`src/rtl/rca16_arb_pkg.sv`:
```
// Shared widths and output-slot state for the shared-adder arbiter.
package rca16_arb_pkg;

    localparam int unsigned AddW = 16;
    localparam int unsigned SumW = 17;

    typedef enum logic {
        Empty,
        Full
    } slot_state_e;

endpackage

```
`src/rtl/h_s_rca16.sv`:
```
// 16-bit signed ripple-carry adder; 17-bit result is the exact sign-extended sum.
module h_s_rca16
    import rca16_arb_pkg::*;
(
    input  logic [AddW-1:0] a,
    input  logic [AddW-1:0] b,
    output logic [SumW-1:0] sum
);

    always_comb begin : ripple
        logic c;
        c   = 1'b0;
        sum = '0;
        for (int unsigned i = 0; i < AddW; i++) begin
            sum[i] = a[i] ^ b[i] ^ c;
            c      = (a[i] & b[i]) | (c & (a[i] ^ b[i]));
        end
        // Top bit equals the sum bit of the sign-extended operands.
        sum[AddW] = a[AddW-1] ^ b[AddW-1] ^ c;
    end

endmodule

```
`src/rtl/rca16_share_arb.sv`:
```
// Round-robin arbiter sharing one ripple-carry adder among NREQ requesters,
// with a single-entry output slot and a transfer counter.
module rca16_share_arb
    import rca16_arb_pkg::*;
#(
    parameter int unsigned NREQ = 4,
    parameter int unsigned IDW  = $clog2(NREQ)
) (
    input  logic                 clk,
    input  logic                 rst,
    input  logic [NREQ-1:0]      req_valid,
    output logic [NREQ-1:0]      req_ready,
    input  logic [NREQ*AddW-1:0] req_a,
    input  logic [NREQ*AddW-1:0] req_b,
    output logic                 rsp_valid,
    input  logic                 rsp_ready,
    output logic [SumW-1:0]      rsp_sum,
    output logic [IDW-1:0]       rsp_id,
    output logic [15:0]          grant_cnt
);

    slot_state_e     slot_q, slot_d;
    logic [IDW-1:0]  ptr_q, ptr_d;
    logic [IDW-1:0]  id_q, id_d;
    logic [SumW-1:0] sum_q, sum_d;
    logic [15:0]     cnt_q, cnt_d;

    logic [IDW-1:0]  gnt_idx;
    logic            gnt_found;
    logic            slot_free;
    logic            xfer;
    logic [AddW-1:0] op_a, op_b;
    logic [SumW-1:0] add_sum;

    // First valid requester at or after ptr, wrapping modulo NREQ.
    always_comb begin : arbiter
        logic [IDW-1:0] cand;
        cand      = '0;
        gnt_found = 1'b0;
        gnt_idx   = '0;
        for (int unsigned k = 0; k < NREQ; k++) begin
            cand = IDW'((32'(ptr_q) + k) % NREQ);
            if (!gnt_found && req_valid[cand]) begin
                gnt_found = 1'b1;
                gnt_idx   = cand;
            end
        end
    end

    always_comb begin
        slot_free = (slot_q == Empty) || rsp_ready;
        xfer      = !rst && slot_free && gnt_found;
        req_ready = '0;
        if (xfer) begin
            req_ready[gnt_idx] = 1'b1;
        end
    end

    assign op_a = req_a[32'(gnt_idx) * AddW +: AddW];
    assign op_b = req_b[32'(gnt_idx) * AddW +: AddW];

    h_s_rca16 u_adder (
        .a   (op_a),
        .b   (op_b),
        .sum (add_sum)
    );

    always_comb begin
        slot_d = slot_q;
        ptr_d  = ptr_q;
        id_d   = id_q;
        sum_d  = sum_q;
        cnt_d  = cnt_q;
        if (xfer) begin
            slot_d = Full;
            sum_d  = add_sum;
            id_d   = gnt_idx;
            ptr_d  = IDW'((32'(gnt_idx) + 1) % NREQ);
            cnt_d  = cnt_q + 16'd1;
        end else if (rsp_ready) begin
            slot_d = Empty;
        end
    end

    always_ff @(posedge clk) begin
        if (rst) begin
            slot_q <= Empty;
            ptr_q  <= '0;
            id_q   <= '0;
            sum_q  <= '0;
            cnt_q  <= '0;
        end else begin
            slot_q <= slot_d;
            ptr_q  <= ptr_d;
            id_q   <= id_d;
            sum_q  <= sum_d;
            cnt_q  <= cnt_d;
        end
    end

    assign rsp_valid = (slot_q == Full);
    assign rsp_sum   = sum_q;
    assign rsp_id    = id_q;
    assign grant_cnt = cnt_q;

endmodule

```
`config.mk`:
```
export PLATFORM = sky130hd
export DESIGN_NAME = rca16_share_arb
export DESIGN_NICKNAME = d
export VERILOG_FILES = /design/src/rtl/rca16_arb_pkg.sv /design/src/rtl/h_s_rca16.sv /design/src/rtl/rca16_share_arb.sv
export SDC_FILE = /design/constraint.sdc
export NUM_CORES = 1
export LEC_CHECK = 0
export CAP_MARGIN = 20
export CORE_AREA = 4 4 95 97
export DETAILED_ROUTE_END_ITERATION = 12
export DIE_AREA = 0 0 99 101
export GPL_TIMING_DRIVEN = 0
export PLACE_DENSITY = 0.91
export RECOVER_POWER = 100
export SETUP_SLACK_MARGIN = 0.5
export SLEW_MARGIN = 40
export SYNTH_ARGS = -nofsm -noshare
export SYNTH_HDL_FRONTEND = slang
export SYNTH_SLANG_ARGS = --single-unit
```
`constraint.sdc`:
```
create_clock -name clk -period 9.41 [get_ports clk]
set_clock_uncertainty 0.15 [all_clocks]
set_input_delay 0.941 -clock clk [delete_from_list [all_inputs] [get_ports clk]]
set_output_delay 0.941 -clock clk [all_outputs]
set_load 0.1 [all_outputs]
```
==> impl_metrics.env <==
export IMPL_cts_sinks=38
export IMPL_drv_cap=0
export IMPL_numCtsBuffers=5
export IMPL_syn_inst=315
export IMPL_ctsHtreeMaxLevel=2
export IMPL_crit_start="req_valid[0]"
export IMPL_ctsHoldBuffers=0
export IMPL_async_reset_ff_share_pct=0
export IMPL_dieWidth_um=99
export IMPL_cp_slowest_cell="dlygate4sd3_1"
export IMPL_peakVddDrop_v=0.0000876
export IMPL_synth_distinct_cells=36
export IMPL_setup_worst_path_start_class="primary input"
export IMPL_place_ws_ns=0.453
export IMPL_die_y_um=101
export IMPL_tns_ns=0
export IMPL_routed_wl_um=9760
export IMPL_insertion_delay_ns=0.29
export IMPL_syn_to_final_growth_pct=53.4
export IMPL_clkTransAtPathRegs_ns=0.07
export IMPL_endpoint_kind="register"
export IMPL_critical_path_required_ns=9.47
export IMPL_synth_flop_cell="dfxtp_1"
export IMPL_gp_congestion=0.777
export IMPL_slew_headroom_pct=18.7
export IMPL_grt_usage_pct=18.5
export IMPL_synth_common_cells="mux2i_1 (75), dfxtp_1 (38), nor2_1 (28)"
export IMPL_antenna_cells=0
export IMPL_route_detailed_drc=0
export IMPL_rsz0062_at_grt="false"
export IMPL_die_area_um2=10000
export IMPL_synth_area_leaders="dfxtp_1 (25%), mux2i_1 (24%), fa_1 (10%)"
export IMPL_core_area_um2=8130
export IMPL_via_per_inst=5.04
export IMPL_final_area_um2=4740
export IMPL_syn_area_um2=3090
export IMPL_min_from="rsp_sum[0]"
export IMPL_grt_pass1_vias=3160
export IMPL_cts_root_buf="clkbuf_8"
export IMPL_wl_per_cell_um=16.3
export IMPL_ant_nets=0
export IMPL_num_rows=33
export IMPL_start_util_pct=38.0
export IMPL_worstReg2RegStart="ptr_q[1]"
export IMPL_timing_final_crit_share_pct=93.0
export IMPL_hp_class="reg -> reg"
export IMPL_whs_ns=0.306
export IMPL_hold_viol=0
export IMPL_place_area_um2=4750
export IMPL_vias=3021
export IMPL_avgSynthCellArea_um2=9.81
export IMPL_antenna_found_initial=0
export IMPL_ios=175
export IMPL_tightest_slew_ns=1.22
export IMPL_critical_path_class="in -> reg"
export IMPL_post_dp_hpwl_um=8210
export IMPL_post_cts_setup_buffers=0
export IMPL_drv_slew=0
export IMPL_synth_nets=472
export IMPL_drive_above_1_share_pct=8.69
export IMPL_worst_path_buf_inv=5
export IMPL_synth_most_common_cell="mux2i_1"
export IMPL_synth_edf_count=0
export IMPL_io_buffers=173
export IMPL_path_common_cell="fa_1"
export IMPL_seq_area_frac_synth_pct=24.6
export IMPL_synth_ff_latch_count=38
export IMPL_initialDrtViolationCount=82
export IMPL_status="complete, no violations"
export IMPL_fin_nets=652
export IMPL_synth_area_leader_cell="dfxtp_1"
export IMPL_critPathArrivalTime_ns=8.81
export IMPL_path_max_fanout=10
export IMPL_setup_ws_ns=0.657
export IMPL_crit_family="adder cells"
export IMPL_nFillCells=722
export IMPL_max_clock_freq_mhz=114
export IMPL_p_leak_nw=1.82
export IMPL_finalCriticalPeriod_ns=8.75
export IMPL_grt_pass1_wl_um=14900
export IMPL_dr_pass1_iters=4
export IMPL_setup_viol=0
export IMPL_overflow=0
export IMPL_power_density_nw_per_um2=176
export IMPL_ys_warn_count=0
export IMPL_cts_tree="done"
export IMPL_grt_max_degree=12
export IMPL_synth_top_area_share_pct=24.6
export IMPL_clk_path_buf_depth=2
export IMPL_slowest_delay_ns=0.60
## routing by layer
metal | share of wire (%) | track usage (%) | vias up
li1 | - | - | 1467
met1 | 38 | 19.9 | 1422
met2 | 54 | 36.5 | 118
met3 | 7.4 | 4.36 | 14
met4 | 1.1 | 3.99 | 0
met5 | 0 | 0 | -
## worst min-delay path: cells and delay by family (launching register included)
kind	cells	cell delay [ns]
flops	1	0.31
simple gates	1	0.05
compound gates	1	0.05
## state kept, by name, indices dropped and copies added, names as in the netlist
| name | count |
|---|---|
| ptr_q | 2 |
| rsp_sum | 17 |
| rsp_valid | 1 |
| grant_cnt | 16 |
| rsp_id | 2 |
## layout by cell type (no fill, tap or decap), types with 2 or more instances in the layout
master | synthesis | layout
a211oi_1 | 12 | 13
a21oi_1 | 14 | 14
and3_1 | 2 | 2
buf_2 | 5 | 3
buf_4 | 4 | 5
buf_6 | 6 | 3
buf_8 | 2 | 2
clkbuf_1 | 5 | 49
clkbuf_8 | 0 | 5
clkdlybuf4s50_1 | 0 | 132
clkinv_2 | 0 | 2
dfxtp_1 | 38 | 38
fa_1 | 16 | 16
ha_1 | 6 | 6
inv_1 | 8 | 8
mux2_2 | 23 | 23
mux2i_1 | 75 | 75
nand2_1 | 23 | 23
nand2b_1 | 2 | 2
nand3_1 | 3 | 3
nand4_1 | 4 | 4
nor2_1 | 28 | 28
nor3_1 | 6 | 6
nor3b_1 | 4 | 4
nor4_1 | 2 | 2
o21ai_0 | 2 | 3
or3_1 | 2 | 2
xnor2_1 | 9 | 9
xor2_1 | 4 | 4
## cells by family after synthesis
logic type | share of synthesized area, %
mux | 33.0
simple gates | 12.3
flops | 24.6
compound gates | 7.00
buf+inv | 6.52
fa+ha+maj | 12.8
xor+xnor | 3.68
## through the flow
stage	cells	power [mW]	utilization [%]
6_report	600	0.834	58.3
5_1_grt	600	0.883	58.3
4_1_cts	600	0.854	59.4
3_5_place_dp	593	0.748	58.4
3_3_place_gp	593	0.761	60.9
2_1_floorplan	315	0.606	-
## final timing paths
path	to	cells after the start	slack, ns
setup / recovery	rsp_sum[15]	27	0.66
hold / removal	rsp_sum[0]	2	0.31
setup reg to reg	rsp_sum[15]	24	1.47
hold reg to reg	rsp_sum[0]	2	0.31
## where the power goes
part / switching [mW] / internal [mW] / leakage (nW)
Clock: 0.0573 / 0.0497 / 0.0438
Combinational: 0.343 / 0.178 / 1.46
Sequential: 0.0170 / 0.188 / 0.312
## timing repair
action | CTS | global route
gates resized for setup | 0 | 2
endpoints found under the hold margin | 0 | 0
setup endpoints to repair | 0 | 1
## final cells by class
class	count	area [um^2]	share of cell area, %
Clock inverter	2	10.0	0.211
Tap cell	105	131	2.77
Sequential cell	38	761	16.0
Buffer	22	150	3.17
Inverter	8	30.0	0.633
Timing Repair Buffer	173	1480	31.2
Multi-Input combinational cell	247	2110	44.5
Clock buffer	5	68.8	1.45
(Power assumes the default switching activity.)
